===== config.mk =====
export PLATFORM = sky130hd
export DESIGN_NAME = if_fetch_unit
export DESIGN_NICKNAME = d
export VERILOG_FILES = /design/src/rtl/if_fetch_unit.sv
export SDC_FILE = /design/constraint.sdc
export NUM_CORES = 1
export LEC_CHECK = 0
export CORE_MARGIN = 3
export CORE_UTILIZATION = 35
export DETAILED_ROUTE_END_ITERATION = 7
export GPL_TIMING_DRIVEN = 0
export HOLD_SLACK_MARGIN = 0.06
export PLACE_DENSITY = 0.73
export REMOVE_ABC_BUFFERS = 1
export SLEW_MARGIN = 0
export SYNTH_ARGS = -nofsm -noshare
export SYNTH_HDL_FRONTEND = slang
export SYNTH_SLANG_ARGS = --single-unit

===== constraint.sdc =====
create_clock -name clk -period 7.2 [get_ports clk]
set_clock_uncertainty 0.1 [all_clocks]
set_input_delay 1.8 -clock clk [delete_from_list [all_inputs] [get_ports clk]]
set_output_delay 1.8 -clock clk [all_outputs]
set_load 0.01 [all_outputs]

===== src/rtl/if_fetch_unit.sv =====
// if_fetch_unit: instruction fetch with req/gnt/rvalid memory handshake and IF/ID register.
// At most one request outstanding; responses killed by branch/jump or reset are dropped.
module if_fetch_unit #(
    parameter logic [31:0] NOP_INSTR = 32'h0000_0000,
    parameter int          CNT_W     = 32
) (
    input  logic             clk,
    input  logic             rst,
    input  logic             halt,
    input  logic             pc_bj,
    input  logic             nop_lock_id,
    input  logic [31:0]      pc_in,
    output logic             imem_req,
    output logic [31:0]      imem_addr,
    input  logic             imem_gnt,
    input  logic             imem_rvalid,
    input  logic [31:0]      imem_rdata,
    output logic [31:0]      pc_if_id,
    output logic [31:0]      instr_if_id,
    output logic             valid_if_id,
    output logic             fetch_busy,
    output logic [CNT_W-1:0] fetch_count
);
    typedef enum logic [1:0] {IDLE, REQ_WAIT, HOLD} state_t;

    state_t      state;
    logic [31:0] req_pc, pend_pc, pend_instr;
    logic        kill;
    logic        take, deliver, freeze;
    logic [31:0] d_pc, d_instr;

    always_comb begin
        imem_req   = (state == IDLE) & ~halt & ~rst;
        imem_addr  = imem_req ? pc_in : '0;
        fetch_busy = (state != IDLE) | (imem_req & ~imem_gnt);
        take       = ~halt & ~nop_lock_id & ~pc_bj;
        deliver    = take & ((state == REQ_WAIT & imem_rvalid & ~kill) | state == HOLD);
        d_pc       = state == HOLD ? pend_pc : req_pc;
        d_instr    = state == HOLD ? pend_instr : imem_rdata;
        // a branch overrides an ID stall so the wrong-path instruction is squashed
        freeze     = halt | (nop_lock_id & ~pc_bj);
    end

    always_ff @(posedge clk or posedge rst) begin
        if (rst) begin
            state       <= IDLE;
            req_pc      <= '0;
            pend_pc     <= '0;
            pend_instr  <= '0;
            kill        <= 1'b0;
            pc_if_id    <= '0;
            instr_if_id <= NOP_INSTR;
            valid_if_id <= 1'b0;
            fetch_count <= '0;
        end else begin
            if (deliver) begin
                pc_if_id    <= d_pc;
                instr_if_id <= d_instr;
                valid_if_id <= 1'b1;
                fetch_count <= fetch_count + CNT_W'(1);
            end else if (!freeze) begin
                instr_if_id <= NOP_INSTR;
                valid_if_id <= 1'b0;
            end
            case (state)
                IDLE: if (imem_req && imem_gnt) begin
                    req_pc <= pc_in;
                    kill   <= pc_bj;
                    state  <= REQ_WAIT;
                end
                REQ_WAIT: if (imem_rvalid) begin
                    kill <= 1'b0;
                    if (kill || pc_bj || take) state <= IDLE;
                    else begin
                        pend_pc    <= req_pc;
                        pend_instr <= imem_rdata;
                        state      <= HOLD;
                    end
                end else if (pc_bj) kill <= 1'b1;
                HOLD: if (!halt && (pc_bj || !nop_lock_id)) state <= IDLE;
                default: state <= IDLE;
            endcase
        end
    end
endmodule


## Word-level counts from Yosys, hierarchy flattened

Index checks and enable logic that the tools add are counted.

- Flip-flop bits (word level): 196
- Input port bits: 71
- Output and inout bits: 131
- Word-level logic and storage cells: 66

- Add/sub/neg operators: 1
- Equal/unequal tests: 7
- Muxes and demuxes: 16
- Bitwise gates (word level): 19
- Reduce and logical (&&, ||, !) cells: 14

Operator list:

| cell | number |
|---|---|
| $mux 32 | 5 |
| $add 32x1->32 const B | 1 |
| $and 1x1->1 | 9 |
| $reduce_and 3->1 | 3 |
| $mux 2 | 4 |
| $not 1->1 | 7 |
| $pmux 2 s3 | 1 |
| $mux 1 | 5 |
| $ne 2x1->1 const B | 2 |
| $ne 2x2->1 const B | 2 |
| $reduce_bool 2->1 | 2 |
| $logic_or 1x1->1 | 3 |
| $ne 3x3->1 const B | 1 |
| $or 1x1->1 | 3 |
| $eq 2x1->1 const B | 1 |
| $eq 2x2->1 const B | 1 |
| $logic_and 1x1->1 | 2 |
| $logic_not 1->1 | 2 |
| $logic_not 2->1 | 1 |
| $pmux 1 s2 | 1 |
| $reduce_and 2->1 | 1 |

## Depth between registers and ports, before layout

- Word-level depth: 7
- Depth in mapped cells: 7
- Gate-level depth less buffers: 5

## Least setup slack after synthesis

OpenSTA, ideal clock, no wires.

- Kind: input to output
- Start point: input port halt
- End point: output port imem_addr[22]
- Data arrival time: 2,682 ps
- Slack: 2,618 ps
- Cell stages on the path: 3
- Buffers on the path: 1
- Cell sequence: nor4_4 clkbuf_1 and2_1

- Longest elaborated chain between the ends: 4

RTL lines:

| element | RTL line | text |
|---|---|---|
| start: declaration | 9 | `input logic halt,` |
| $not 1->1 | 33 | `imem_req = (state == IDLE) & ~halt & ~rst;` |
| $and 1x1->1 (2 in a row) | 33 |  |
| net imem_req | 13 | `output logic imem_req,` |
| $mux 32 | 34 | `imem_addr = imem_req ? pc_in : '0;` |
| end: declaration | 14 | `output logic [31:0] imem_addr,` |

The timed path passes the listed nets, and every way through them passes these cells.

## Final worst setup path

- Start point: input port halt
- End point: output port imem_addr[0]

- Longest elaborated chain between the ends: 4

RTL lines:

| element | RTL line |
|---|---|
| $not 1->1 | 33 |
| $and 1x1->1 (2 in a row) | 33 |
| $mux 32 | 34 |

Every way passes these cells.

==> flow_summary.json <==
{
  "grt_pass1_vias": 6125,
  "hold_violations": 0,
  "synth_xor_area_share_pct": 3.22,
  "powerDensity_nw_per_um2": 288,
  "synth_mux_area_share_pct": 16.6,
  "rows": 56,
  "slew_headroom_pct": 12.9,
  "first_iter_violations": 240,
  "grt-busiest-layer": "met2",
  "drive_gt1_share_pct": 15.0,
  "yosys.area_share.simple_pct": 14.1,
  "antenna_left": 0,
  "nFillCells": 2138,
  "slew_viol_final": 0,
  "synth-edff-count": 0,
  "route.detailed.drc": 0,
  "regArea_um2": 4900,
  "hp-class": "reg2reg",
  "wl_per_cell_um": 16.4,
  "async_reset_ff_share_pct": 100,
  "synth_cell_type_count": 38,
  "outcome": "complete, no violations",
  "crit_arrival_ps": 3960,
  "cp_data_required_time_ps": 5300,
  "cts.path.max_buffers": 2,
  "grt_use_total_pct": 16.1,
  "yosysMostFrequentCell": "dfrtp_1",
  "finalNonFillerCells": 1245,
  "min_from": "fetch_count[31]",
  "vias": 6090,
  "worst_slew_pin_slew_ps": 1310,
  "grtUsageMet3_pct": 4.39,
  "clk_pin_slew_ps": 70,
  "initial_core_util_pct": 35.7,
  "yosys_register_bits": 196,
  "detail_route.wirelength_mm": 20.4,
  "multi_input_area_um2": 3340,
  "yosysWarnings": 0,
  "antennaDiodeCount": 0,
  "synthFlopType": "dfrtp_1",
  "cp_max_fo": 26,
  "grt_pass1_wl_mm": 33.5,
  "placed_cells": 1213,
  "r2r_cells": 4,
  "synth_top_cell_by_area": "dfrtp_1",
  "clkLatencyLatePin_ps": 430,
  "syn_to_final_growth_pct": 36.7,
  "fmax_ghz": 0.171,
  "synth_adder_area_share_pct": 0.148,
  "overflow": 0,
  "ir_worst_vdd_mv": 0.136,
  "startpoint": "halt",
  "grt_use_met2_pct": 25.8,
  "min_period_ps": 5860,
  "antenna_found_initial": 0,
  "gp_congestion": 0.822,
  "firstDrtPassIters": 4,
  "numClockSinks": 196,
  "cts_hold_buffers": 0,
  "start_kind": "input port",
  "yosysSeqAreaShare_pct": 58.1,
  "post_cts_buffers": 0,
  "period_share_pct": 81.3,
  "yosysTopAreaCellShare_pct": 58.1,
  "p_leak_nw": 4.88,
  "synth-compound-area-share_pct": 5.11,
  "coreArea_um2": 23600,
  "synth.area.top_cells": "dfrtp_1 58%, mux2_2 10%, nand2_1 4.8%, mux2i_1 3.8%, a31oi_1 2.4%",
  "post_cts_resized": 0,
  "synth_top_family_by_area": "multiplexers",
  "cts_tree": "built",
  "h-tree-depth": 4,
  "post_dp_cell_area_um2": 11000,
  "grtUsageMet1_pct": 21.9,
  "finalSetupViolations": 0,
  "path_class": "in2out",
  "hold_depth": 1,
  "r2r-start": "state[0]",
  "syn_area_um2": 8440,
  "io_buffers": 201,
  "hpwlAfterDp_mm": 14.0,
  "max_cap_viol_count": 0,
  "synth_area_per_cell_um2": 11.8,
  "netlist_instances": 718,
  "via_per_inst": 4.89,
  "final_area_um2": 11500,
  "root_buffer": "clkbuf_16",
  "die_height_um": 161,
  "die_area_um2": 26000,
  "rsz0062_at_grt": "false",
  "cts_buffers": 17,
  "die_x_um": 161,
  "ios": 202,
  "nNetsFinal": 985,
  "end_kind": "output pin",
  "grt_max_degree": 125,
  "ys_top_cells_by_count": "196 x dfrtp_1, 109 x nand2_1, 78 x mux2_2"
}
state kept, by name (all words and copies together) (netlist names):
signal	count
fetch_count	32
pend_instr	32
state	2
pend_pc	32
pc_if_id	32
kill	1
req_pc	32
instr_if_id	32
valid_if_id	1
worst max-delay path: stages:
cell	delay, ps
clkdlybuf4s50_1	520
nor4_4	670
buf_6	270
and2_1	150
clkdlybuf4s50_1	540
final cells by class:
class,count,area share [%]
Inverter,4,0.195
Clock inverter,15,1.37
Tap cell,319,3.46
Multi-Input combinational cell,477,28.9
Clock buffer,17,3.69
Timing Repair Buffer,217,19.9
Sequential cell,196,42.5
cell families after synthesis:
logic type / after synthesis
buf+inv: 45
compound gates: 73
simple gates: 244
mux: 128
flops: 196
xor+xnor: 31
fa+ha+maj: 1
cells in the final DEF (no fill, tap or decap), drive strengths merged, types with 2 or more instances in the layout:
master	count
a21o	3
a21oi	2
a31oi	33
and2	33
and3	6
and4	4
buf	16
clkbuf	17
clkdlybuf4s50	201
clkinv	7
dfrtp	196
inv	12
mux2	96
mux2i	32
nand2	109
nand2b	2
nand3	9
nand4	18
nor2	38
nor3	7
nor4	11
nor4b	2
o21ai	33
or3	2
xnor2	16
xor2	15
power by group:
group | switching [mW] | leakage, nW | internal (mW)
combinational | 0.312 | 2.09 | 0.473
clock | 0.479 | 0.287 | 0.466
sequential | 0.179 | 2.50 | 1.41
total | 0.971 | 4.88 | 2.35
metrics by stage:
| step | hold WS [ps] | setup WS, ps | util (%) | power (mW) | TNS, ps |
|---|---|---|---|---|---|
| after CTS | 379 | 1270 | 48.9 | 3.37 | 0 |
| after floorplan | 358 | -177 | - | 2.00 | -16270 |
| final | 373 | 1340 | 48.9 | 3.32 | 0 |
| after global routing | 403 | 1160 | 48.9 | 3.52 | 0 |
| after global placement | 357 | -4380 | 45.1 | 2.38 | -836580 |
| after detailed placement | 362 | 1290 | 46.4 | 2.42 | 0 |
routing by layer:
metal	vias to the layer above	share of wire, %
li1	2891	-
met1	3017	45
met2	168	48
met3	14	6.1
met4	0	0.91
met5	-	0
worst paths after layout:
kind | slack [ps] | endpoint
setup / recovery | 1340 | imem_addr[0]
hold / removal | 370 | fetch_count[31]
setup reg to reg | 4700 | req_pc[26]
hold reg to reg | 370 | fetch_count[31]
max in group asynchronous | 4150 | pc_if_id[28]
min in group asynchronous | 1860 | fetch_count[10]
Note: power is estimated with default switching activity, not from simulation.
